$ cat config.mk
export PLATFORM = sky130hd
export DESIGN_NAME = trng_sample_collector_flat
export DESIGN_NICKNAME = d
export VERILOG_FILES = /design/src/rtl/trng_pkg.sv /design/src/rtl/trng_sample_collector_if.sv /design/src/rtl/trng_fifo.sv /design/src/rtl/trng_sample_collector.sv /design/src/flat_wrapper.sv
export SDC_FILE = /design/constraint.sdc
export NUM_CORES = 1
export LEC_CHECK = 0
export ABC_AREA = 1
export CORE_MARGIN = 1.5
export CORE_UTILIZATION = 50
export DETAILED_ROUTE_END_ITERATION = 16
export PLACE_DENSITY = 0.71
export SLEW_MARGIN = 0
export SYNTH_ARGS = -nofsm -noshare
export SYNTH_HDL_FRONTEND = slang
export SYNTH_HIERARCHICAL = 1
export SYNTH_SLANG_ARGS = --single-unit
$ cat constraint.sdc
create_clock -name clk -period 2.3 [get_ports clk]
set_clock_uncertainty 0.05 [all_clocks]
set_input_delay 0.46 -clock clk [delete_from_list [all_inputs] [get_ports clk]]
set_output_delay 0.46 -clock clk [all_outputs]
set_load 0.01 [all_outputs]
$ cat src/rtl/trng_pkg.sv
// trng_pkg: shared defaults, debias phase type and pointer-width helper
// for the TRNG sample collector.
package trng_pkg;
    localparam int WORD_W_DEF     = 8;
    localparam int FIFO_DEPTH_DEF = 4;

    typedef enum logic {PH_A, PH_B} phase_e;

    function automatic int clog2b(input int v);
        return (v > 1) ? $clog2(v) : 1;
    endfunction
endpackage

$ cat src/rtl/trng_sample_collector_if.sv
// trng_sample_collector_if: valid/ready read port carrying packed entropy words.
interface trng_sample_collector_if #(parameter int WORD_W = 8);
    logic              rd_valid;
    logic              rd_ready;
    logic [WORD_W-1:0] rd_data;

    modport master (output rd_valid, rd_data, input rd_ready);
    modport slave  (input rd_valid, rd_data, output rd_ready);
endinterface

$ cat src/rtl/trng_fifo.sv
// trng_fifo: synchronous first-word fall-through FIFO; pointers carry an
// extra wrap bit so full and empty are distinguished without a counter.
module trng_fifo
    import trng_pkg::*;
#(
    parameter int W     = WORD_W_DEF,
    parameter int DEPTH = FIFO_DEPTH_DEF
) (
    input  logic         clk,
    input  logic         rst_n,
    input  logic         push,
    input  logic [W-1:0] wdata,
    input  logic         pop,
    output logic [W-1:0] rdata,
    output logic         full,
    output logic         empty
);
    localparam int AW = clog2b(DEPTH);

    logic [AW:0]  wp_q, wp_d, rp_q, rp_d;
    logic [W-1:0] mem_q [DEPTH];
    logic         do_push, do_pop;

    always_comb begin
        empty   = wp_q == rp_q;
        full    = (wp_q[AW] != rp_q[AW]) && (wp_q[AW-1:0] == rp_q[AW-1:0]);
        do_pop  = pop && !empty;
        do_push = push && (!full || do_pop);
        wp_d    = wp_q + (AW+1)'(do_push);
        rp_d    = rp_q + (AW+1)'(do_pop);
        rdata   = empty ? '0 : mem_q[rp_q[AW-1:0]];
    end

    always_ff @(posedge clk or negedge rst_n) begin
        if (!rst_n) begin
            wp_q <= '0;
            rp_q <= '0;
        end else begin
            wp_q <= wp_d;
            rp_q <= rp_d;
        end
    end

    always_ff @(posedge clk) begin
        if (do_push) mem_q[wp_q[AW-1:0]] <= wdata;
    end
endmodule

$ cat src/rtl/trng_sample_collector.sv
// trng_sample_collector: synchronises the raw entropy bit, samples it on a
// prescaled tick, applies repetition-count health test and optional von Neumann debias, packs words into a FIFO.
module trng_sample_collector
    import trng_pkg::*;
#(
    parameter int WORD_W     = WORD_W_DEF,
    parameter int FIFO_DEPTH = FIFO_DEPTH_DEF,
    parameter int SAMPLE_DIV = 4,
    parameter int REP_LIMIT  = 16
) (
    input  logic clk,
    input  logic rst_n,
    input  logic ena,
    input  logic raw_bit,
    input  logic debias_en,
    input  logic clr_flags,
    output logic health_fail,
    output logic overflow,
    trng_sample_collector_if.master rd
);
    localparam int PW = clog2b(SAMPLE_DIV);
    localparam int CW = clog2b(WORD_W);
    localparam int RW = clog2b(REP_LIMIT + 1);

    logic [1:0]        sync_q, sync_d;
    logic [PW-1:0]     pre_q, pre_d;
    logic              prev_q, prev_d;
    logic [RW-1:0]     rep_q, rep_d, rep_nx;
    phase_e            phase_q, phase_d;
    logic              stored_q, stored_d;
    logic [WORD_W-1:0] word_q, word_d, full_w;
    logic [CW-1:0]     cnt_q, cnt_d;
    logic              dbe_q, health_q, health_d, ovf_q, ovf_d;
    logic              s, tick, chg, hit, emit, ebit, push, drop, full, empty;

    always_comb begin
        s        = sync_q[1];
        tick     = ena && pre_q == PW'(SAMPLE_DIV - 1);
        chg      = debias_en != dbe_q;
        rep_nx   = (s != prev_q) ? RW'(1) :
                   (rep_q == RW'(REP_LIMIT)) ? rep_q : rep_q + RW'(1);
        // Flag only on the transition into the limit; a stuck source stays saturated.
        hit      = tick && rep_q != RW'(REP_LIMIT) && rep_nx == RW'(REP_LIMIT);
        emit     = tick && (!debias_en || (phase_q == PH_B && stored_q != s));
        ebit     = debias_en ? stored_q : s;
        full_w   = {word_q[WORD_W-2:0], ebit};
        push     = emit && !hit && !chg && cnt_q == CW'(WORD_W - 1);
        sync_d   = {sync_q[0], raw_bit};
        pre_d    = (!ena || tick) ? '0 : pre_q + PW'(1);
        prev_d   = !ena ? 1'b0 : tick ? s : prev_q;
        rep_d    = !ena ? '0 : tick ? rep_nx : rep_q;
        phase_d  = (!ena || chg) ? PH_A :
                   (tick && debias_en) ? ((phase_q == PH_A) ? PH_B : PH_A) : phase_q;
        stored_d = (tick && phase_q == PH_A) ? s : stored_q;
        word_d   = (!ena || hit || chg || push) ? '0 : emit ? full_w : word_q;
        cnt_d    = (!ena || hit || chg || push) ? '0 : emit ? cnt_q + CW'(1) : cnt_q;
        drop     = push && full && !(rd.rd_ready && rd.rd_valid);
        health_d = hit || (health_q && !clr_flags);
        ovf_d    = drop || (ovf_q && !clr_flags);
    end

    always_ff @(posedge clk or negedge rst_n) begin
        if (!rst_n) begin
            sync_q   <= '0;
            pre_q    <= '0;
            prev_q   <= 1'b0;
            rep_q    <= '0;
            phase_q  <= PH_A;
            stored_q <= 1'b0;
            word_q   <= '0;
            cnt_q    <= '0;
            dbe_q    <= 1'b0;
            health_q <= 1'b0;
            ovf_q    <= 1'b0;
        end else begin
            sync_q   <= sync_d;
            pre_q    <= pre_d;
            prev_q   <= prev_d;
            rep_q    <= rep_d;
            phase_q  <= phase_d;
            stored_q <= stored_d;
            word_q   <= word_d;
            cnt_q    <= cnt_d;
            dbe_q    <= debias_en;
            health_q <= health_d;
            ovf_q    <= ovf_d;
        end
    end

    trng_fifo #(.W(WORD_W), .DEPTH(FIFO_DEPTH)) u_fifo (
        .clk   (clk),
        .rst_n (rst_n),
        .push  (push),
        .wdata (full_w),
        .pop   (rd.rd_ready),
        .rdata (rd.rd_data),
        .full  (full),
        .empty (empty)
    );

    assign rd.rd_valid = !empty;
    assign health_fail = health_q;
    assign overflow    = ovf_q;
endmodule
$ cat src/flat_wrapper.sv
// flat-port wrapper written by rule: the top's interface ports become plain ports
module trng_sample_collector_flat import trng_pkg::*;
#(
    parameter int WORD_W     = WORD_W_DEF,
    parameter int FIFO_DEPTH = FIFO_DEPTH_DEF,
    parameter int SAMPLE_DIV = 4,
    parameter int REP_LIMIT  = 16
)
  (clk, rst_n, ena, raw_bit, debias_en, clr_flags, health_fail, overflow, rd_rd_valid, rd_rd_data, rd_rd_ready);
  trng_sample_collector_if #(.WORD_W(WORD_W)) rd_i ();
  input  logic clk;
  input  logic rst_n;
  input  logic ena;
  input  logic raw_bit;
  input  logic debias_en;
  input  logic clr_flags;
  output logic health_fail;
  output logic overflow;
  output wire logic [$bits(rd_i.rd_valid)-1:0] rd_rd_valid;
  output wire logic [$bits(rd_i.rd_data)-1:0] rd_rd_data;
  input wire logic [$bits(rd_i.rd_ready)-1:0] rd_rd_ready;
  assign rd_rd_valid = rd_i.rd_valid;
  assign rd_rd_data = rd_i.rd_data;
  assign rd_i.rd_ready = rd_rd_ready;
  trng_sample_collector #(.WORD_W(WORD_W), .FIFO_DEPTH(FIFO_DEPTH), .SAMPLE_DIV(SAMPLE_DIV), .REP_LIMIT(REP_LIMIT)) u_core (.clk(clk), .rst_n(rst_n), .ena(ena), .raw_bit(raw_bit), .debias_en(debias_en), .clr_flags(clr_flags), .health_fail(health_fail), .overflow(overflow), .rd(rd_i));
endmodule
==> results of run 1 <==
==> worst paths after layout <==
kind,start,to,slack [ns]
max in group asynchronous,rst_n,u_core/u_fifo/rp_q[0],1.42
min reg2reg,u_core/sync_q[0],u_core/sync_q[1],0.30
min in group asynchronous,rst_n,u_core/u_fifo/wp_q[2],0.47
min,u_core/sync_q[0],u_core/sync_q[1],0.30
max reg2reg,u_core/rep_q[0],u_core/u_fifo/wp_q[2],0.15
max,u_core/u_fifo/rp_q[1],rd_rd_data[6],0.11
==> cell type report <==
type,count,area share [%]
multi-input combinational,192,29.6
inverter,45,4.74
clock inverter,7,1.35
timing repair buffer,40,10.2
sequential,63,48.1
tap,75,2.60
clock buffer,9,3.43
==> power by group <==
group / switching [mW] / total, mW / internal (mW) / leakage [nW]
sequential: 0.0142 / 1.22 / 1.20 / 0.761
clock: 0.431 / 0.823 / 0.392 / 0.0910
combinational: 0.0840 / 0.136 / 0.0517 / 0.923
total: 0.529 / 2.17 / 1.65 / 1.78
==> worst max-delay path: cells and delay by family (launching register included) <==
kind	cells	cell delay, ns
simple gates	2	0.16
buf+inv	4	0.63
flops	1	0.37
xor+xnor	1	0.20
==> kinds of logic after synthesis <==
family                     count (synthesis)  synth area share (%)
and+or+nand+nor                          140                  22.4
DFF                                       63                  57.0
buffers and inverters                     54                  8.46
AOI/OAI and AO/OA                         37                  6.24
adders and majority gates                  9                  3.69
xor gates and xnor gates                   6                  2.22
==> routing by layer <==
layer / wire [um] / vias up
met2: 2490 / 40
met5: 0 / -
met1: 2360 / 988
met4: 104 / 0
met3: 228 / 10
li1: - / 1079
==> cells in the mapped netlist (all sizes together) <==
library cell	number
a21boi	1
a21oi	2
and2	1
buf	8
clkbuf	1
dfrtp	31
edfxtp	32
ha	9
inv	45
nand2	67
nand3	20
nand4	3
nor2	47
nor3	1
o21ai	32
o22ai	2
or2	1
xnor2	2
xor2	4
==> what timing repair did <==
item | 4_1_cts | 5_1_grt
pin swaps | 1 | 0
hold buffers | 0 | 0
buffers inserted | 4 | 1
hold endpoints to repair | 0 | 0
gates resized for setup | 12 | 2
endpoints found under the setup margin | 9 | 3
==> through the flow <==
stage | setup TNS (ns) | utilization [%] | power, mW | hold WS, ns | instances
after floorplan | 0 | - | 1.32 | 0.114 | 309
after global placement | -0.105 | 57.5 | 1.37 | 0.289 | 410
after detailed placement | -1.60 | 57.5 | 1.37 | 0.290 | 410
after CTS | 0 | 61.2 | 2.20 | 0.306 | 430
after global routing | -0.0302 | 61.4 | 2.28 | 0.319 | 431
final | 0 | 61.4 | 2.17 | 0.303 | 431
==> sequential cells by signal (all words and copies together), names as in the netlist <==
name                 count
u_core/prev_q            1
u_core/phase_q           1
u_core/u_fifo/mem_q     32
u_core/overflow          1
u_core/word_q            7
u_core/sync_q            2
u_core/health_fail       1
u_core/pre_q             2
u_core/rep_q             5
u_core/cnt_q             3
u_core/dbe_q             1
u_core/u_fifo/rp_q       3
u_core/stored_q          1
u_core/u_fifo/wp_q       3
==> results.json, run 1 <==
{
  "pwr_density_cell_nw_per_um2": 602,
  "reg2regPathDepth": 15,
  "groute.layer.met3.usage_pct": 5.39,
  "maxSlewHeadroom_pct": 73.0,
  "insertedDiodeCount": 0,
  "width_of_the_die_um": 81.1,
  "outcome": "completed",
  "worst-slew-pin-transition_ns": 0.406,
  "wire_per_inst_um": 12.0,
  "core_region_area_um2": 5890,
  "minimum_period_implied_by_the_final_worst_setup_slack_ns": 2.19,
  "finalMaxSlewViolations": 0,
  "post_route_drc": 0,
  "vias_per_cell": 4.91,
  "fin_nets": 367,
  "layout_setup_ws_ns": 0.109,
  "clk_pin_slew_ns": 0.07,
  "clkSinkCount": 63,
  "yosysWarnings": 6,
  "ys_top_cells_by_area": "sky130_fd_sc_hd__edfxtp_1 (32%), sky130_fd_sc_hd__dfrtp_1 (25%), sky130_fd_sc_hd__nand2_1 (7.1%)",
  "area_after_dpl_um2": 3390,
  "met1_demand_to_capacity_share_in_global_routing_pct": 24.8,
  "synthDominantAreaCellType": "sky130_fd_sc_hd__edfxtp_1",
  "multi_input_comb_area_um2": 1070,
  "numCtsBuffers": 9,
  "worst_hold_path_type": "flip-flop to flip-flop",
  "synthesis.nets": 325,
  "p_leak_nw": 1.78,
  "maxClockFrequency_mhz": 456,
  "layout_commonest_cell": "sky130_fd_sc_hd__nand2_1",
  "place.gp.congestion": 0.735,
  "netlist.area_leader.share_pct": 31.5,
  "commonest_non_fill_non_tap_cells_in_the_layout": "sky130_fd_sc_hd__nand2_1 (58), sky130_fd_sc_hd__inv_1 (40), sky130_fd_sc_hd__nor2_1 (33)",
  "cts_buffer_depth": 2,
  "pre_cts_slack_ns": -0.106,
  "first_drt_pass_iteration_count": 4,
  "drt_first_iter_violations": 126,
  "dp_hpwl_mm": 3.57,
  "grt.met2_usage_pct": 29.8,
  "io_buffers": 17,
  "global_route.overflow_total": 0,
  "area.growth.synth_to_final_pct": 18.6,
  "floorplan.die.height_um": 81.1,
  "grt_pass1_vias": 2023,
  "dr_total_vias": 2117,
  "grt.busiest_layer": "met2",
  "grt_setup_unrepaired": "yes",
  "syn-cell-area_um2": 3050,
  "ys_types": 32,
  "report.final.hold_viol_count": 0,
  "vdd_drop_max_mv": 0.436,
  "clock_tree_from_tritoncts": "yes",
  "hold_path_stages": 0,
  "htree_levels": 3,
  "wirelength_mm": 5.18,
  "timing.critical_path.cells": "buf_4 > xnor2_4 > nand3_4 > buf_4 > nand2_1 > inv_1 > dlygate4sd2_1",
  "post_synth.cell_area_avg_um2": 9.86,
  "crit_path_frequent_cell": "sky130_fd_sc_hd__buf_4",
  "synthesis.instances": 309,
  "ios": 18,
  "timing.critical_path.required_ns": 1.79,
  "final_area_um2": 3610,
  "synth_seq_area_share_pct": 57.0,
  "cpPeakStageDelay_ns": 0.37,
  "clk_root_buffer_cell": "sky130_fd_sc_hd__clkbuf_8",
  "seq_area_um2": 1740,
  "worst-endpoint-arrival_ns": 1.68,
  "path_class": "flip-flop to output pin",
  "grt_first_pass_wirelength_mm": 9.21,
  "initial_core_util_pct": 51.8,
  "floorplan_row_count": 28,
  "drt.antenna.violating_nets": 0,
  "setup_viol": 0,
  "n_fill_cell": 501,
  "track_usage_pct": 19.1,
  "start_kind": "flip-flop",
  "period_utilisation_layout_pct": 95.2,
  "path_max_fanout": 5,
  "cap_viol_max_count": 0,
  "timing.critical_path.slowest_stage_cell": "sky130_fd_sc_hd__dfrtp_1",
  "worstSkewPairLatency_ns": 0.33,
  "antenna_found_initial": 0,
  "dieArea_um2": 6570,
  "grt_max_degree": 32,
  "cp-end-kind": "output pin",
  "ys_ff_latch": 63,
  "post_route_cells_drive_above_1_share_pct": 20.5
}
Note: power is estimated with default switching activity, not from simulation.
==> run 2, diff against run 1 <==
CAP_MARGIN = 15   (was default)
CORE_UTILIZATION = 53   (was 50)
PLACE_DENSITY = 0.75   (was 0.71)
==> run 2 against run 1 <==
Compared with the run above:
- fmax decreased by 2.8%
- combinational power about the same
- largest cell class unchanged
- clock power increased by 13%
- clock-buffer cell count unchanged
- critical endpoint is now rd_rd_data[7]
- global-route usage increased by 0.64 points
==> results.json, run 2 (synthesis gave the netlist of run 1 again) <==
{
  "multi_input_comb_area_um2": 1080,
  "start_kind": "flip-flop",
  "setup_viol": 0,
  "met1_demand_to_capacity_share_in_global_routing_pct": 25.4,
  "clkSinkCount": 63,
  "finalPower_mw": 2.28,
  "clock_tree_from_tritoncts": "yes",
  "cts_buffer_depth": 2,
  "grt.busiest_layer": "met2",
  "p_sw_share_pct": 23.0,
  "cpPeakStageDelay_ns": 0.46,
  "worstSkewPairLatency_ns": 0.33,
  "outcome": "completed",
  "finalMaxSlewViolations": 0,
  "groute.layer.met3.usage_pct": 5.29,
  "dp_hpwl_mm": 3.64,
  "worst-endpoint-arrival_ns": 1.74,
  "vias_per_cell": 5.00,
  "post-route-util_pct": 66.9,
  "commonest_non_fill_non_tap_cells_in_the_layout": "sky130_fd_sc_hd__nand2_1 (58), sky130_fd_sc_hd__inv_1 (40), sky130_fd_sc_hd__edfxtp_1 (32)",
  "insertedDiodeCount": 0,
  "htree_levels": 3,
  "layout_commonest_cell": "sky130_fd_sc_hd__nand2_1",
  "net-switching-power_mw": 0.523,
  "floorplan.die.height_um": 78.8,
  "grt_setup_unrepaired": "yes",
  "intPower_mw": 1.75,
  "maxSlewHeadroom_pct": 74.3,
  "grt.met2_usage_pct": 31.2,
  "antenna_found_initial": 0,
  "seq_area_um2": 1740,
  "wirelength_mm": 5.63,
  "timing.critical_path.required_ns": 1.79,
  "part_of_the_total_power_dissipated_in_combinational_logic_pct": 5.9,
  "post_route_drc": 0,
  "power.clock.fraction_pct": 40.7,
  "dr_total_vias": 2163,
  "totalNegativeSetupSlack_ns": 0,
  "report.final.hold_viol_count": 0,
  "holdWs_ns": 0.317,
  "largest_register_ffs": 32,
  "pre_cts_slack_ns": -0.106,
  "fin_nets": 372,
  "track_usage_pct": 19.8,
  "numCtsBuffers": 9,
  "io_buffers": 17,
  "wire_per_inst_um": 13.0,
  "dp_cells": 404,
  "initial_core_util_pct": 55.0,
  "p_leak_nw": 1.84,
  "drt_first_iter_violations": 133,
  "timing.critical_path.cells": "buf_12 > buf_4 > nor2_1 > nor2_1 > o21ai_1 > o21ai_1 > nand2_1 > inv_1 > dlygate4sd2_1",
  "final_area_um2": 3700,
  "area.growth.synth_to_final_pct": 21.6,
  "post_route_cells_drive_above_1_share_pct": 23.5,
  "path_class": "flip-flop to output pin",
  "period_utilisation_layout_pct": 98.0,
  "cp-end-kind": "output pin",
  "dieArea_um2": 6210,
  "path_max_fanout": 10,
  "n_fill_cell": 432,
  "cap_viol_max_count": 0,
  "clk_pin_slew_ns": 0.07,
  "grt_first_pass_wirelength_mm": 9.18,
  "width_of_the_die_um": 78.8,
  "first_drt_pass_iteration_count": 4,
  "grt_pass1_vias": 2044,
  "place.gp.congestion": 0.850,
  "path_delay_family": "buffers and inverters",
  "timing.critical_path.slowest_stage_cell": "sky130_fd_sc_hd__dfrtp_2",
  "grt_max_degree": 32,
  "pwr_density_cell_nw_per_um2": 614,
  "vdd_drop_max_mv": 0.484,
  "floorplan_row_count": 27,
  "worst-slew-pin-transition_ns": 0.385,
  "drt.antenna.violating_nets": 0,
  "area_after_dpl_um2": 3360,
  "minimum_period_implied_by_the_final_worst_setup_slack_ns": 2.25,
  "global_route.overflow_total": 0,
  "maxClockFrequency_mhz": 444,
  "clk_root_buffer_cell": "sky130_fd_sc_hd__clkbuf_8",
  "layout_setup_ws_ns": 0.0454,
  "worst_hold_path_type": "flip-flop to flip-flop",
  "core_region_area_um2": 5540,
  "worstPathBufferInverterCount": 4,
  "p_seq_share_pct": 53.4,
  "ios": 18,
  "instances_no_fill": 433
}
==> run 2: cell count changes in the layout (fill, tap and decap cells not counted), moves of 3 or more <==
cell and change:
sky130_fd_sc_hd__buf_4 +3, sky130_fd_sc_hd__o21ai_0 -3, sky130_fd_sc_hd__clkdlybuf4s15_1 +3, sky130_fd_sc_hd__o21ai_1 +3
sky130_fd_sc_hd__dlymetal6s2s_1 +4, sky130_fd_sc_hd__dlygate4sd2_1 -8
==> run 2: layout make-up <==
type | instances | share of cell area [%]
flip-flops and latches | 63 | 47.0
multi-input cells | 192 | 29.1
repair buffers | 45 | 11.6
inverters | 45 | 4.63
clock buffers | 9 | 3.34
well taps | 72 | 2.43
clock inverters | 7 | 1.96
==> run 2: final timing paths <==
path	start	endpoint	slack, ns	depth (start not counted)
worst max-delay path	u_core/u_fifo/rp_q[0]	rd_rd_data[7]	0.05	9
worst min-delay path	u_core/sync_q[0]	u_core/sync_q[1]	0.32	0
worst max register to register	u_core/rep_q[0]	u_core/u_fifo/wp_q[2]	0.17	14
worst min register to register	u_core/sync_q[0]	u_core/sync_q[1]	0.32	0
max in group asynchronous	rst_n	u_core/u_fifo/rp_q[0]	1.44	2
min in group asynchronous	rst_n	u_core/rep_q[2]	0.47	2
==> run 2: power groups by stage <==
stage / Clock, mW / Sequential, mW / Combinational (mW)
6_report: 0.926 / 1.22 / 0.134
5_1_grt: 1.00 / 1.22 / 0.149
4_1_cts: 0.943 / 1.22 / 0.132
3_5_place_dp: 0 / 1.24 / 0.131
3_3_place_gp: 0 / 1.24 / 0.129
2_1_floorplan: 0 / 1.24 / 0.0792
==> run 2: metal layers <==
layer  share of wire, %  wire length (um)
met1                 45              2560
met2                 49              2750
met3                4.8               269
met4               0.96                54
met5                  0                 0
==> run 2: worst register-to-register path, cell delays in order (launching register included) <==
cell and delay, ns:
sky130_fd_sc_hd__dfrtp_1 0.42, sky130_fd_sc_hd__inv_2 0.07, sky130_fd_sc_hd__ha_1 0.19, sky130_fd_sc_hd__nand2_1 0.06
sky130_fd_sc_hd__inv_1 0.05, sky130_fd_sc_hd__a21oi_1 0.13, sky130_fd_sc_hd__nand3_1 0.09, sky130_fd_sc_hd__nor2_2 0.15
sky130_fd_sc_hd__nand2_4 0.05, sky130_fd_sc_hd__and2_1 0.15, sky130_fd_sc_hd__nand2_2 0.07, sky130_fd_sc_hd__inv_1 0.05
sky130_fd_sc_hd__ha_1 0.18, sky130_fd_sc_hd__ha_1 0.18, sky130_fd_sc_hd__xor2_1 0.14
==> run 2: timing repair <==
item / CTS / global route
pin swaps: 0 / 6
endpoints found under the setup margin: 9 / 7
setup buffers: 4 / 9
hold buffers: 0 / 0
resized for setup: 7 / 21
==> run 3, diff against run 2 <==
CORE_ASPECT_RATIO = 0.6   (was default)
SKIP_CTS_REPAIR_TIMING = 1   (was default)
==> run 3 against run 2 <==
Compared with the run above:
- clock-buffer cell count is 3 higher
- clock power hardly changed
- global-route usage is 1.8 points higher
- sequential cell count stayed put
- sequential power hardly changed
- sequential share of layout area is 0.33 points higher
- cell area is 0.78% lower
- worst hold slack worse by 0.010 ns
- register-to-register slack hardly changed
- fmax is 2.9% higher
- critical endpoint is now rd_rd_data[3]
- largest power group unchanged
==> results.json, run 3 (synthesis gave the netlist of run 1 again) <==
{
  "outcome": "completed",
  "clkSinkCount": 63,
  "width_of_the_die_um": 101,
  "area.growth.synth_to_final_pct": 20.6,
  "cts_buffer_depth": 2,
  "part_of_the_total_power_dissipated_in_combinational_logic_pct": 5.9,
  "post_route_cells_drive_above_1_share_pct": 21.3,
  "layout_setup_ws_ns": 0.110,
  "cp-end-kind": "output pin",
  "minimum_period_implied_by_the_final_worst_setup_slack_ns": 2.19,
  "io_buffers": 17,
  "cpPeakStageDelay_ns": 0.39,
  "timing.critical_path.slowest_stage_cell": "sky130_fd_sc_hd__dfrtp_1",
  "worst_hold_path_type": "flip-flop to flip-flop",
  "finalMaxSlewViolations": 0,
  "grt_pass1_vias": 1966,
  "pwr_density_cell_nw_per_um2": 620,
  "wirelength_mm": 6.09,
  "drt.antenna.violating_nets": 0,
  "path_class": "flip-flop to output pin",
  "timing.critical_path.to": "rd_rd_data[3]",
  "p_leak_nw": 1.91,
  "floorplan.die.height_um": 61.7,
  "grt_first_pass_wirelength_mm": 9.46,
  "floorplan_row_count": 21,
  "n_fill_cell": 450,
  "start_kind": "flip-flop",
  "maxClockFrequency_mhz": 457,
  "intPower_mw": 1.78,
  "largest_register_ffs": 32,
  "critical_path.startpoint": "u_core/u_fifo/rp_q[1]",
  "worst-endpoint-arrival_ns": 1.68,
  "clk_root_buffer_cell": "sky130_fd_sc_hd__clkbuf_8",
  "clk_pin_slew_ns": 0.06,
  "insertedDiodeCount": 0,
  "timing.critical_path.required_ns": 1.79,
  "numCtsBuffers": 9,
  "net-switching-power_mw": 0.501,
  "first_drt_pass_iteration_count": 4,
  "ios": 18,
  "timing.critical_path.cells": "buf_12 > xnor2_4 > nand3_4 > buf_4 > nand2_1 > inv_1 > dlymetal6s2s_1",
  "clock_tree_from_tritoncts": "yes",
  "commonest_non_fill_non_tap_cells_in_the_layout": "sky130_fd_sc_hd__nand2_1 (58), sky130_fd_sc_hd__inv_1 (38), sky130_fd_sc_hd__nor2_1 (33)",
  "r2r_start": "u_core/rep_q[1]",
  "grt_setup_unrepaired": "no",
  "hold_path_startpoint": "u_core/sync_q[0]",
  "antenna_found_initial": 0,
  "report.final.hold_viol_count": 0,
  "r2r_end": "u_core/u_fifo/wp_q[2]",
  "layout_commonest_cell": "sky130_fd_sc_hd__nand2_1",
  "p_seq_share_pct": 53.5,
  "wire_per_inst_um": 13.9,
  "dr_total_vias": 2154,
  "pre_cts_slack_ns": -0.134,
  "hold_path_stages": 0,
  "htree_levels": 3,
  "post_route_drc": 0,
  "ff2ff_setup_slack_ns": 0.16,
  "power.clock.fraction_pct": 40.7,
  "cap_viol_max_count": 0,
  "worst-slew-pin-transition_ns": 0.389,
  "worstSkewPairLatency_ns": 0.34,
  "setup_viol": 0,
  "track_usage_pct": 21.5,
  "fin_nets": 368,
  "initial_core_util_pct": 54.7,
  "place.gp.congestion": 0.817,
  "vdd_drop_max_mv": 0.481,
  "reg2regPathDepth": 12,
  "core_region_area_um2": 5570,
  "grt_max_degree": 32,
  "vias_per_cell": 4.93,
  "period_utilisation_layout_pct": 95.2,
  "path_max_fanout": 18,
  "drt_first_iter_violations": 195,
  "dieArea_um2": 6230,
  "dp_hpwl_mm": 4.19,
  "holdWs_ns": 0.307,
  "maxSlewHeadroom_pct": 74.1,
  "global_route.overflow_total": 0,
  "p_sw_share_pct": 22.0
}
[run 3: area by class of cell]
class	instances	area, um2	share of cell area (%)
Sequential cell	63	1740	47.3
Multi-Input combinational cell	193	1090	29.6
Timing Repair Buffer	40	384	10.4
Inverter	45	171	4.66
Clock buffer	12	145	3.95
Tap cell	80	100	2.72
Clock inverter	4	46.3	1.26
[run 3: critical path, delay by kind of cell (launching register included)]
kind	cells	cell delay [ns]
buffers and inverters	4	0.53
flip-flops	1	0.39
XOR/XNOR	1	0.24
AND/OR/NAND/NOR	2	0.17
[run 3: layer usage]
layer / vias up / track usage, % / routed length [um]
li1: 1079 / - / -
met1: 1013 / 30.3 / 2930
met2: 57 / 31.2 / 2680
met3: 5 / 6.49 / 444
met4: 0 / 10.3 / 31
met5: - / 0 / 0
[run 3: worst min path at each step]
stage	endpoint	slack (ns)
after floorplan	u_core/cnt_q[0]	0.11
after global placement	u_core/sync_q[1]	0.29
after detailed placement	u_core/sync_q[1]	0.29
after CTS	u_core/sync_q[1]	0.31
after global routing	u_core/sync_q[1]	0.32
final	u_core/sync_q[1]	0.31
[run 3: per-stage QoR]
stage | power (mW) | cell area, um2 | util [%] | std cells | TNS (ns)
6_report | 2.28 | 3680 | 66.0 | 437 | 0
5_1_grt | 2.37 | 3680 | 66.0 | 437 | 0
4_1_cts | 2.30 | 3560 | 63.8 | 429 | -1.81
3_5_place_dp | 1.37 | 3360 | 60.4 | 413 | -4.09
3_3_place_gp | 1.37 | 3360 | 60.4 | 413 | -0.978
2_1_floorplan | 1.32 | 3050 | - | 309 | 0
[run 3: power groups by stage]
| stage | sequential (mW) | clock [mW] | combinational, mW |
|---|---|---|---|
| final | 1.22 | 0.927 | 0.134 |
| after global routing | 1.22 | 1.00 | 0.150 |
| after CTS | 1.22 | 0.951 | 0.133 |
| after detailed placement | 1.24 | 0 | 0.132 |
| after global placement | 1.24 | 0 | 0.128 |
| after floorplan | 1.24 | 0 | 0.0792 |
